<file path="config.mk">
export PLATFORM = sky130hd
export DESIGN_NAME = alarm_controller
export DESIGN_NICKNAME = d
export VERILOG_FILES = /design/src/rtl/clock_pkg.sv /design/src/rtl/mod_wrap_inc.sv /design/src/rtl/alarm_controller.sv
export SDC_FILE = /design/constraint.sdc
export NUM_CORES = 1
export LEC_CHECK = 0
export BUFFER_PORTS_ARGS = -buffer_cell sky130_fd_sc_hd__buf_2
export CORE_ASPECT_RATIO = 0.75
export CORE_MARGIN = 1
export CORE_UTILIZATION = 54
export CTS_CLUSTER_DIAMETER = 30
export DETAILED_ROUTE_END_ITERATION = 10
export PLACE_DENSITY = 0.79
export SLEW_MARGIN = 25
export SYNTH_ARGS = -nofsm -noshare
export SYNTH_HDL_FRONTEND = slang
export SYNTH_SLANG_ARGS = --single-unit
export TNS_END_PERCENT = 100
</file>
<file path="constraint.sdc">
create_clock -name clk_1Hz -period 2.5 [get_ports clk_1Hz]
set_clock_uncertainty 0.1 [all_clocks]
set_input_delay 0.5 -clock clk_1Hz [delete_from_list [all_inputs] [get_ports clk_1Hz]]
set_output_delay 0.5 -clock clk_1Hz [all_outputs]
set_load 0.01 [all_outputs]
</file>
<file path="src/rtl/clock_pkg.sv">
// Shared types and field widths for the clock/alarm blocks in the clk_1Hz domain.
package clock_pkg;

    typedef enum logic [1:0] {
        IDLE    = 2'd0,
        SET     = 2'd1,
        RINGING = 2'd2,
        SNOOZE  = 2'd3
    } state_t;

    localparam int HOUR_MAX = 23;
    localparam int MIN_MAX  = 59;
    localparam int SEC_W    = 6;
    localparam int MIN_W    = 6;
    localparam int HOUR_W   = 5;

endpackage

</file>
<file path="src/rtl/mod_wrap_inc.sv">
// Increment-by-one with wrap to zero once MAX is reached.
module mod_wrap_inc #(
    parameter int W   = 6,
    parameter int MAX = 59
) (
    input  logic [W-1:0] value,
    output logic [W-1:0] next_value
);

    assign next_value = (value == W'(MAX)) ? '0 : value + 1'b1;

endmodule

</file>
<file path="src/rtl/alarm_controller.sv">
// Alarm time storage, match detection and ring/snooze/stop sequencing for the 24-hour clock.
// Handshakes: all button inputs are single-cycle pulses, acted on at the edge where they are high.
module alarm_controller
    import clock_pkg::*;
#(
    parameter int RING_TIMEOUT = 60,
    parameter int SNOOZE_SEC   = 300,
    parameter int MAX_SNOOZE   = 3,
    parameter int ALARM_H_RST  = 6,
    parameter int ALARM_M_RST  = 0
) (
    input  logic              clk_1Hz,
    input  logic              reset,
    input  logic [SEC_W-1:0]  seconds,
    input  logic [MIN_W-1:0]  minutes,
    input  logic [HOUR_W-1:0] hours,
    input  logic              alarm_enable,
    input  logic              btn_set,
    input  logic              btn_inc_h,
    input  logic              btn_inc_m,
    input  logic              btn_stop,
    input  logic              btn_snooze,
    output logic [HOUR_W-1:0] alarm_hours,
    output logic [MIN_W-1:0]  alarm_minutes,
    output logic [HOUR_W-1:0] edit_hours,
    output logic [MIN_W-1:0]  edit_minutes,
    output logic              buzzer,
    output logic              snooze_active,
    output logic              set_mode,
    output state_t            fsm_state
);

    localparam int RING_W = $clog2(RING_TIMEOUT + 1);
    localparam int SNZ_W  = $clog2(SNOOZE_SEC + 1);
    localparam int NUM_W  = $clog2(MAX_SNOOZE + 1);

    state_t              state, state_n;
    logic [RING_W-1:0]   ring_cnt, ring_cnt_n;
    logic [SNZ_W-1:0]    snz_cnt, snz_cnt_n;
    logic [NUM_W-1:0]    snz_num, snz_num_n;
    logic [HOUR_W-1:0]   alarm_hours_n, edit_hours_n, edit_hours_inc;
    logic [MIN_W-1:0]    alarm_minutes_n, edit_minutes_n, edit_minutes_inc;
    logic                match;

    mod_wrap_inc #(.W(HOUR_W), .MAX(HOUR_MAX)) u_inc_h (
        .value      (edit_hours),
        .next_value (edit_hours_inc)
    );

    mod_wrap_inc #(.W(MIN_W), .MAX(MIN_MAX)) u_inc_m (
        .value      (edit_minutes),
        .next_value (edit_minutes_inc)
    );

    // seconds==0 limits the match to one edge per minute
    assign match = alarm_enable && (hours == alarm_hours) &&
                   (minutes == alarm_minutes) && (seconds == '0);

    assign fsm_state = state;

    always_comb begin
        state_n         = state;
        ring_cnt_n      = ring_cnt;
        snz_cnt_n       = snz_cnt;
        snz_num_n       = snz_num;
        alarm_hours_n   = alarm_hours;
        alarm_minutes_n = alarm_minutes;
        edit_hours_n    = edit_hours;
        edit_minutes_n  = edit_minutes;
        case (state)
            IDLE: begin
                if (btn_set) begin
                    state_n        = SET;
                    edit_hours_n   = alarm_hours;
                    edit_minutes_n = alarm_minutes;
                end else if (match) begin
                    state_n    = RINGING;
                    ring_cnt_n = '0;
                    snz_num_n  = '0;
                end
            end
            SET: begin
                if (btn_stop) begin
                    state_n = IDLE;
                end else if (btn_set) begin
                    state_n         = IDLE;
                    alarm_hours_n   = edit_hours;
                    alarm_minutes_n = edit_minutes;
                end else begin
                    if (btn_inc_h) edit_hours_n = edit_hours_inc;
                    if (btn_inc_m) edit_minutes_n = edit_minutes_inc;
                end
            end
            RINGING: begin
                ring_cnt_n = ring_cnt + 1'b1;
                if (!alarm_enable || btn_stop) begin
                    state_n = IDLE;
                end else if (btn_snooze && (snz_num < NUM_W'(MAX_SNOOZE))) begin
                    state_n   = SNOOZE;
                    snz_cnt_n = SNZ_W'(SNOOZE_SEC - 1);
                    snz_num_n = snz_num + 1'b1;
                end else if (btn_snooze) begin
                    state_n = IDLE;
                end else if (ring_cnt == RING_W'(RING_TIMEOUT - 1)) begin
                    state_n = IDLE;
                end
            end
            SNOOZE: begin
                if (!alarm_enable || btn_stop) begin
                    state_n = IDLE;
                end else if (snz_cnt == '0) begin
                    state_n    = RINGING;
                    ring_cnt_n = '0;
                end else begin
                    snz_cnt_n = snz_cnt - 1'b1;
                end
            end
            default: state_n = IDLE;
        endcase
    end

    always_ff @(posedge clk_1Hz or posedge reset) begin
        if (reset) begin
            state         <= IDLE;
            ring_cnt      <= '0;
            snz_cnt       <= '0;
            snz_num       <= '0;
            alarm_hours   <= HOUR_W'(ALARM_H_RST);
            alarm_minutes <= MIN_W'(ALARM_M_RST);
            edit_hours    <= HOUR_W'(ALARM_H_RST);
            edit_minutes  <= MIN_W'(ALARM_M_RST);
            buzzer        <= 1'b0;
            snooze_active <= 1'b0;
            set_mode      <= 1'b0;
        end else begin
            state         <= state_n;
            ring_cnt      <= ring_cnt_n;
            snz_cnt       <= snz_cnt_n;
            snz_num       <= snz_num_n;
            alarm_hours   <= alarm_hours_n;
            alarm_minutes <= alarm_minutes_n;
            edit_hours    <= edit_hours_n;
            edit_minutes  <= edit_minutes_n;
            buzzer        <= (state_n == RINGING);
            snooze_active <= (state_n == SNOOZE);
            set_mode      <= (state_n == SET);
        end
    end

endmodule

</file>
Word-level counts from Yosys, hierarchy flattened
Index checks and enable logic that the tools add are counted.
- muxes and demuxes: 38
- order comparisons: 1
- div/mod/pow operators: 0
- shift operators: 0
- multiply operators: 0
- equality and inequality tests: 23
- reductions and logical operators: 19
- add/sub/neg operators: 5
- bitwise gates (word level): 1
- operators with widths (operator ; number):
    $mux 6 ; 9
    $mux 9 ; 4
    $mux 2 ; 14
    $mux 5 ; 5
    $reduce_and 5->1 ; 5
    $ne 2x2->1 const B ; 12
    $pmux 6 s3 ; 1
    $pmux 9 s2 ; 1
    $add 6x1->6 const B ; 2
    $eq 6x6->1 const B ; 2
    $pmux 6 s2 ; 1
    $pmux 5 s2 ; 1
    $logic_not 9->1 ; 1
    $sub 9x1->9 const B ; 1
    $eq 2x2->1 const B ; 4
    $pmux 2 s4 ; 1
    $eq 6x6->1 ; 1
    $logic_not 6->1 ; 1
    $reduce_bool 2->1 ; 3
    $add 5x1->5 const B ; 1
    $eq 5x5->1 ; 1
    $eq 5x5->1 const B ; 1
    $eq 2x1->1 const B ; 2
    $logic_and 1x1->1 ; 4
    9 further kinds ; 9
- register bits after elaboration: 44
- bits in latches: 0
- bits of input ports: 25
- memories: 0
- memory bits (read-only): 0
- memory bits (writable): 0

Depth between registers and ports, before layout
Gate-level depths: netlist (run 1).
- word-level depth: 8
- depth in mapped cells: 6
- depth with buffers taken out: 6

Hierarchy
A second synthesis (run 1) with hierarchy kept.
- cell total of the unflattened synthesis: 243
- area total of the unflattened synthesis: 2459.9 µm²
- modules (own cells, without submodules) (module ; seq. area each (µm²) ; area each (µm²) ; cells each ; times used):
    alarm_controller ; 1106.1 ; 2252.2 ; 211 ; 1
    mod_wrap_inc at u_inc_m ; 0.0 ; 127.6 ; 22 ; 1
    mod_wrap_inc at u_inc_h ; 0.0 ; 80.1 ; 10 ; 1

Least setup slack after synthesis (run 1)
No wires, ideal clock.
- path kind: flip-flop to flip-flop
- from: register state[1], in the netlist fsm_state[1]
- to: register snz_cnt[7]
- stages on the path, launching flop included: 7
- arrival time: 1.564 ns
- setup slack: 0.770 ns
- required time: 2.334 ns
- path through: dfrtp_1 -> nor2b_1 -> buf_6 -> and4b_1 -> buf_2 -> or4_1 -> nand2_1
- word-level cells in the longest chain between the ends: 3
- elaborated cells between the ends (all ways): 9
- those cells by class: eq/ne: 6; mux: 1; reduce/logical: 2
- ends and longest elaborated chain (item ; RTL line ; RTL):
    from (decl) ; alarm_controller.sv:37 ; state_t state, state_n;
    from (signal assigned) ; alarm_controller.sv:136 ; state <= state_n;
    $eq 2x2->1 ; alarm_controller.sv:70 ; case (state)
    $ne 2x2->1 (no line) / $reduce_bool 2->1 (equally long branches) ; -- ;
    $reduce_and 5->1 (no line) ; -- ;
    to (signal assigned) ; alarm_controller.sv:138 ; snz_cnt <= snz_cnt_n;
    to (decl) ; alarm_controller.sv:39 ; logic [SNZ_W-1:0] snz_cnt, snz_cnt_n;
Several ways; a longest one is shown, not always the timed one.
A chain may end at the register's enable or synchronous reset.

Worst setup path in the final report (run 1)
- from: register snz_cnt[0]
- to: register ring_cnt[3]
- word-level cells in the longest chain between the ends: 3
- ends and longest elaborated chain (item ; RTL line ; RTL):
    $logic_not 9->1 ; alarm_controller.sv:111 ; end else if (snz_cnt == '0) begin
    $ne 2x2->1 (no line) ; -- ;
    $reduce_and 5->1 (no line) ; -- ;
    to (signal assigned) ; alarm_controller.sv:137 ; ring_cnt <= ring_cnt_n;
    to (decl) ; alarm_controller.sv:38 ; logic [RING_W-1:0] ring_cnt, ring_cnt_n;
No other way between the ends.

==> Flow_metrics.wiki, run 1 <==
{| class="wikitable"
! Metric !! Value
|-
| Slew at the pin with the worst max-slew slack || 0.712 ns
|-
| Path length in cells of the critical path || 6
|-
| Count of buffers added by post-CTS timing repair for setup || 0
|-
| Async S/R FF share, synth || 100%
|-
| Setup repair after global routing missed its margin || no
|-
| Number of nets in the finished design || 335
|-
| Total length of routed wires || just under 6000 um
|-
| Global-route wire length before repair || around 9500 um
|-
| Flop-to-flop setup slack || 0.49 ns
|-
| Weighted congestion reported at the end of routability-driven placement || between 0.8 and 0.9
|-
| Total power divided by cell area || around 900 nW/um^2
|-
| I/O pin count || between 50 and 60
|-
| H-Tree Depth || 2
|-
| Port-buffer cells || 51
|-
| Via count || between 2k and 2.5k
|-
| Die Height || roughly 60 um
|-
| Cell types occupying the most area after synthesis || sky130_fd_sc_hd__dfrtp_1, sky130_fd_sc_hd__mux2_2, sky130_fd_sc_hd__dfstp_2
|-
| Worst path cell trace || inv_1, ha_1, nor4b_1, a32oi_1, a22oi_1, o21ai_0
|-
| Std-Cell Rows || 20
|-
| Top fanout value on the critical path || 6
|-
| Max-cap violation count || 0
|-
| Post-route minimum period || approximately 2.0 ns
|-
| Worst setup EP type || flip-flop
|-
| Average footprint of a synthesized cell || ~10 um^2
|-
| Clock Tree Buf Depth || 2
|-
| Clock-pin slew on the worst setup and hold paths || approximately 0.09 ns
|-
| Standard cell with the maximum stage delay on the critical path || sky130_fd_sc_hd__nor4b_1
|-
| Type of the worst min-delay path || in2async
|-
| Initial Utilization || between 50% and 60%
|-
| Placeable core region || about 4200 um^2
|-
| Post-Place Setup Slack || 0.486 ns
|-
| Number of placed instances with taps included || 353
|-
| Final TNS setup || 0 ns
|-
| Reg2reg end || ring_cnt[3]
|-
| Later-pin clock latency in the skew report || just over 0.3 ns
|-
| Initial antenna violation count || 0
|-
| Final std cells w/o fill || around 360
|-
| Required time at the worst-slack endpoint || between 2 and 3 ns
|-
| Mapped Nets || 279
|-
| Largest net degree at the start of global routing || 45
|-
| Count of buffering cells on the critical path with inverters included || 1
|-
| Most used flip-flop cell after synthesis || sky130_fd_sc_hd__dfrtp_1
|-
| Startpoint of the most critical setup path || snz_cnt[0]
|-
| Flops & latches, synth || 44
|-
| Proportion of layout cells with a drive suffix above 1 || a little over a quarter
|-
| Warnings from Yosys || 0
|-
| Critical Path Start Type || flip-flop
|-
| Count of flip-flops with a built-in enable after synthesis || 0
|-
| Iteration count of the initial detailed-routing pass || 4
|-
| Antenna diode count || 0
|-
| Area enclosed by the die boundary || just under 5000 um^2
|-
| Vias in the first global route || 1956
|-
| Clock net sink count || 44
|-
| Timing-limited maximum frequency || a little under 0.5 GHz
|-
| Synth Instances || about 250
|-
| Global-route congestion overflow total || 0
|-
| Initial drt markers || roughly 110
|-
| Post-detailed-placement half-perimeter wirelength || around 4200 um
|-
| Endpoints failing setup || 0
|-
| Total routing resource utilization after global routing || 27.0%
|-
| Final Max Tran Viols || 0
|-
| Area overhead of the layout relative to synthesis || 16.6%
|-
| Seq/Total Area, Yosys || 45.1%
|-
| Via density per instance || a little over 6
|-
| Status || complete, no violations
|-
| Total power || around 0.0025 W
|-
| Most area-hungry cell type in the Yosys netlist || sky130_fd_sc_hd__dfrtp_1
|-
| Average wire per cell in the routed design || between 15 and 20 um
|-
| Worst Setup EP || ring_cnt[3]
|-
| Hold-fix buffers at CTS || 0
|-
| Relative slew slack || a little over half
|-
| Final clock period utilization by the worst path || 80.5%
|-
| Cell variety after synth || approximately 50
|-
| Worst Path Class, Setup || reg2reg
|-
| X dimension of the die || 79.8 um
|-
| CTS Root Buffer Type || sky130_fd_sc_hd__clkbuf_8
|-
| Family of cells with the greatest summed delay on the critical path || compound AO/OA/AOI/OAI gates
|-
| Peak per-stage delay on the critical path || 0.42 ns
|-
| Number of buffers added by the clock tree synthesis step || 5
|-
| Worst path arrival time || 2.10 ns
|-
| Yosys top cell area share || 40.8%
|-
| DRC errors left || 0
|-
| Commonest cells in the netlist || sky130_fd_sc_hd__dfrtp_1, sky130_fd_sc_hd__nand2_1, sky130_fd_sc_hd__o21ai_0, sky130_fd_sc_hd__a21oi_1
|-
| Leakage power of the design || ~1.4 nW
|-
| Post-route cell area || ~2900 um^2
|-
| Final worst setup slack || between 0.4 and 0.5 ns
|-
| Fillers || 341
|-
| Clock tree from TritonCTS || built
|-
| Worst Reg-to-Reg Cells || 6
|-
| Placed cell areas || between 2000 and 3000 um^2
|-
| Dominant cell by count in the synthesized netlist || sky130_fd_sc_hd__dfrtp_1
|-
| Netlist area before placement || roughly 2500 um^2
|-
| Worst R2R Start || snz_cnt[0]
|-
| # resized after CTS || 0
|-
| Max rail drop VDD || 0.649 mV
|-
| Final Hold Viols || 0
|-
| Antenna Nets Post-Route || 0
|}
## final cells by class
class                           count  area (um^2)  share of cell area, %
Inverter                            7         26.3                  0.918
Timing Repair Buffer               57          300                   10.5
Tap cell                           55         68.8                   2.40
Multi-Input combinational cell    190         1280                   44.7
Clock inverter                      1         5.00                  0.175
Sequential cell                    44         1110                   38.7
Clock buffer                        7         76.3                   2.67
## state kept, by name, summed over array words and instances (netlist names)
name and cells:
edit_hours 5, snz_num 2, fsm_state 2, alarm_minutes 6, edit_minutes 6, snz_cnt 9, buzzer 1, set_mode 1
ring_cnt 6, snooze_active 1, alarm_hours 5
## per-stage QoR
step	utilization (%)	hold slack, ns
final	68.1	0.222
after global routing	68.1	0.288
after CTS	68.1	0.244
after detailed placement	66.1	0.372
after global placement	66.1	0.379
after floorplan	-	0.350
## logic make-up after synthesis
family | synth area share [%]
buffers and inverters | 2.80
xor gates and xnor gates | 4.64
DFF | 45.1
AOI/OAI and AO/OA | 18.4
adders and majority gates | 2.55
muxes | 6.32
and+or+nand+nor | 20.2
## worst reg2reg max path, stage by stage (launching register included)
cell	delay (ns)
sky130_fd_sc_hd__dfrtp_1	0.41
sky130_fd_sc_hd__inv_1	0.07
sky130_fd_sc_hd__ha_1	0.18
sky130_fd_sc_hd__nor4b_1	0.42
sky130_fd_sc_hd__a32oi_1	0.34
sky130_fd_sc_hd__a22oi_1	0.28
sky130_fd_sc_hd__o21ai_0	0.11
## where the power goes
| group | internal, W | switching (W) |
|---|---|---|
| sequential | 0.000930 | 0.000280 |
| clock | 0.000197 | 0.000247 |
| combinational | 0.000418 | 0.000434 |
| total | 0.00154 | 0.000961 |
## routing by layer
layer,track usage (%),wire length (um),up-vias
met5,0,0,-
met2,40.5,2630,64
li1,-,-,1049
met3,5.41,327,13
met1,38.8,2780,1089
met4,11.2,133,0
## how the worst min path moves through the flow
stage                           from      endpoint  slack [ns]  depth (start not counted)
final                          reset    snz_cnt[3]        0.22                          3
after global routing           reset  fsm_state[0]        0.29                          3
after CTS                      reset  fsm_state[0]        0.24                          3
after detailed placement  snz_cnt[8]    snz_cnt[8]        0.37                          1
after global placement    snz_cnt[8]    snz_cnt[8]        0.38                          1
after floorplan           snz_cnt[8]    snz_cnt[8]        0.35                          1
## layout by cell type (no fill, tap or decap), drive strengths merged, types with 4 or more instances in the layout
master,Yosys,final
mux2,12,12
nor2,12,12
ha,5,5
nor4,4,4
xor2,10,10
inv,7,7
o21ai,20,20
dfstp,4,4
o211ai,7,7
clkbuf,3,7
nand3,6,6
buf,5,57
nor3,10,10
nand2b,4,4
and4,4,4
nand2,26,26
nor2b,4,4
dfrtp,40,40
a21oi,14,14
Note: power is estimated with default switching activity, not from simulation.
==> inputs of run 2 (changes only) <==
==> constraint.sdc (replaced) <==
create_clock -name clk_1Hz -period 1.9 [get_ports clk_1Hz]
set_clock_uncertainty 0.1 [all_clocks]
set_input_delay 0.38 -clock clk_1Hz [delete_from_list [all_inputs] [get_ports clk_1Hz]]
set_output_delay 0.38 -clock clk_1Hz [all_outputs]
set_load 0.01 [all_outputs]
==> run 2 against run 1 <==
Effect of this change: clock power increased by 37%; global-route usage is 0.20 points lower; via count is 0.18% lower; utilization rose by 2.6 points; sequential power up 31%; wire length rose by 1.1%; sequential cell count stayed put; hold slack got worse by 0.19 ns; combinational power grew 35%; largest power group unchanged.
==> Flow_metrics.wiki, run 2 (synthesized netlist as in run 1, its figures left out) <==
{| class="wikitable"
! Metric !! Value
|-
| Final Max Tran Viols || 0 (unchanged)
|-
| Clock Power Share || 18.1% (was 17.7%)
|-
| Placed cell areas || 2850 um^2 (was 2780 um^2)
|-
| Post-detailed-placement half-perimeter wirelength || 4200 um (was 4250 um)
|-
| # resized after CTS || 1 (was 0)
|-
| Endpoints failing setup || 0 (unchanged)
|-
| Worst Reg-to-Reg Cells || 6 (unchanged)
|-
| Initial antenna violation count || 0 (unchanged)
|-
| Slew at the pin with the worst max-slew slack || 0.493 ns (was 0.712 ns)
|-
| Type of the worst min-delay path || in2async (unchanged)
|-
| Smallest hold slack || 0.0336 ns (was 0.222 ns)
|-
| Antenna diode count || 0 (unchanged)
|-
| Post-route minimum period || 1.80 ns (was 2.01 ns)
|-
| Pint || 0.00209 W (was 0.00154 W)
|-
| Iteration count of the initial detailed-routing pass || 4 (unchanged)
|-
| Initial Utilization || 58.4% (unchanged)
|-
| Post-route cell area || 2970 um^2 (was 2860 um^2)
|-
| Status || complete, no violations (unchanged)
|-
| Weighted congestion reported at the end of routability-driven placement || 0.837 (was 0.849)
|-
| Leading cell type in the layout, fill and taps excluded || sky130_fd_sc_hd__buf_2 (unchanged)
|-
| CTS Root Buffer Type || sky130_fd_sc_hd__clkbuf_8 (unchanged)
|-
| Flop-to-flop setup slack || 0.10 ns (was 0.49 ns)
|-
| Clock net sink count || 44 (unchanged)
|-
| Die Height || 60.4 um (unchanged)
|-
| Global-route wire length before repair || 9720 um (was 9540 um)
|-
| Std-Cell Rows || 20 (unchanged)
|-
| Largest net degree at the start of global routing || 45 (unchanged)
|-
| Largest Register || snz_cnt (unchanged)
|-
| Average wire per cell in the routed design || 16.1 um (was 16.3 um)
|-
| Vias in the first global route || 2039 (was 1956)
|-
| Antenna Nets Post-Route || 0 (unchanged)
|-
| Port-buffer cells || 51 (unchanged)
|-
| Power dissipated by switching net loads || 0.00125 W (was 0.000961 W)
|-
| Initial drt markers || 149 (was 112)
|-
| Fraction of power spent switching nets || 37.4% (was 38.3%)
|-
| Total power || 0.00334 W (was 0.00250 W)
|-
| Global-route congestion overflow total || 0 (unchanged)
|-
| Worst Path Class, Setup || reg2reg (unchanged)
|-
| Total length of routed wires || 5930 um (was 5870 um)
|-
| Setup repair after global routing missed its margin || no (unchanged)
|-
| H-Tree Depth || 2 (unchanged)
|-
| Final std cells w/o fill || 369 (was 361)
|-
| I/O pin count || 52 (unchanged)
|-
| Clock tree from TritonCTS || built (unchanged)
|-
| Clock-pin slew on the worst setup and hold paths || 0.08 ns (was 0.09 ns)
|-
| Most frequent cells in the layout || sky130_fd_sc_hd__buf_2, sky130_fd_sc_hd__dfrtp_1, sky130_fd_sc_hd__nand2_1 (unchanged)
|-
| Via density per instance || 5.99 (was 6.14)
|-
| Worst path arrival time || 1.91 ns (was 2.10 ns)
|-
| Hold-fix buffers at CTS || 0 (unchanged)
|-
| Area overhead of the layout relative to synthesis || 21.2% (was 16.6%)
|-
| Relative slew slack || 67.0% (was 52.4%)
|-
| Critical Path Start Type || flip-flop (unchanged)
|-
| Leakage power of the design || 1.44 nW (was 1.37 nW)
|-
| Total power divided by cell area || 1120 nW/um^2 (was 875 nW/um^2)
|-
| Number of nets in the finished design || 343 (was 335)
|-
| Final Hold Viols || 0 (unchanged)
|-
| Clock Tree Buf Depth || 2 (unchanged)
|-
| Final core occ || 70.7% (was 68.1%)
|-
| Number of buffers added by the clock tree synthesis step || 5 (unchanged)
|-
| Sequential Power Share || 47.3% (was 48.3%)
|-
| Worst setup EP type || flip-flop (unchanged)
|-
| X dimension of the die || 79.8 um (unchanged)
|-
| Via count || 2211 (was 2215)
|-
| Power share of the combinational group || 34.6% (was 34.0%)
|-
| DRC errors left || 0 (unchanged)
|-
| Top fanout value on the critical path || 10 (was 6)
|-
| Flip-flop count of the largest register, all copies and words added || 9 (unchanged)
|-
| Final clock period utilization by the worst path || 94.5% (was 80.5%)
|-
| Max rail drop VDD || 0.891 mV (was 0.649 mV)
|-
| Count of buffers added by post-CTS timing repair for setup || 0 (unchanged)
|-
| Later-pin clock latency in the skew report || 0.29 ns (was 0.31 ns)
|-
| Placeable core region || 4200 um^2 (unchanged)
|-
| Number of placed instances with taps included || 361 (was 353)
|-
| Proportion of layout cells with a drive suffix above 1 || 30.3% (was 26.5%)
|-
| Timing-limited maximum frequency || 0.557 GHz (was 0.497 GHz)
|-
| Max-cap violation count || 0 (unchanged)
|-
| Total routing resource utilization after global routing || 26.8% (was 27.0%)
|-
| Required time at the worst-slack endpoint || 2.02 ns (was 2.59 ns)
|-
| Area enclosed by the die boundary || 4820 um^2 (unchanged)
|}
[run 2: changes by cell type in the layout (fill, tap and decap cells not counted), sizes merged]
cell    change
clkbuf      +1
buf         +8
clkinv      -1
[run 2: per-layer routing]
| layer | GRT usage, % | share of wire, % | wire length (um) |
|---|---|---|---|
| met5 | 0 | 0 | 0 |
| met4 | 7.65 | 1.2 | 70 |
| met3 | 5.26 | 4.6 | 271 |
| met2 | 41.5 | 45 | 2680 |
| met1 | 38.8 | 49 | 2910 |
[run 2: worst paths after layout]
kind | to | startpoint
max reg2reg | snz_cnt[6] | snz_cnt[1]
min in group clk_1Hz | edit_hours[1] | edit_hours[1]
max in group asynchronous | edit_hours[1] | reset
min | alarm_minutes[1] | reset
max | snz_cnt[6] | snz_cnt[1]
min reg2reg | edit_hours[1] | edit_hours[1]
[run 2: cell type report]
cell class,count,area (um^2)
multi-input cells,190,1310
fillers,323,1230
flip-flops and latches,44,1110
repair buffers,65,373
clock buffers,8,90.1
well taps,55,68.8
inverters,7,26.3
[run 2: worst max-delay path, stage by stage (launching register included)]
cell	delay (ns)
sky130_fd_sc_hd__dfrtp_1	0.38
sky130_fd_sc_hd__inv_1	0.06
sky130_fd_sc_hd__ha_1	0.21
sky130_fd_sc_hd__nor4b_4	0.15
sky130_fd_sc_hd__a21o_2	0.28
sky130_fd_sc_hd__or4_1	0.41
sky130_fd_sc_hd__a21oi_1	0.13
[run 2: metrics by stage]
step	TNS [ns]	worst slack, ns
5_1_grt	0	0.000401
3_3_place_gp	0	0.00672
2_1_floorplan	0	0.170
4_1_cts	0	0.0122
3_5_place_dp	-0.368	-0.107
6_report	0	0.104
[run 2: power groups by stage]
stage / clock (W) / sequential, W / combinational (W)
2_1_floorplan: 0 / 0.00163 / 0.000622
3_3_place_gp: 0 / 0.00157 / 0.00111
3_5_place_dp: 0 / 0.00159 / 0.00115
4_1_cts: 0.000622 / 0.00157 / 0.00115
5_1_grt: 0.000666 / 0.00163 / 0.00128
6_report: 0.000605 / 0.00158 / 0.00115
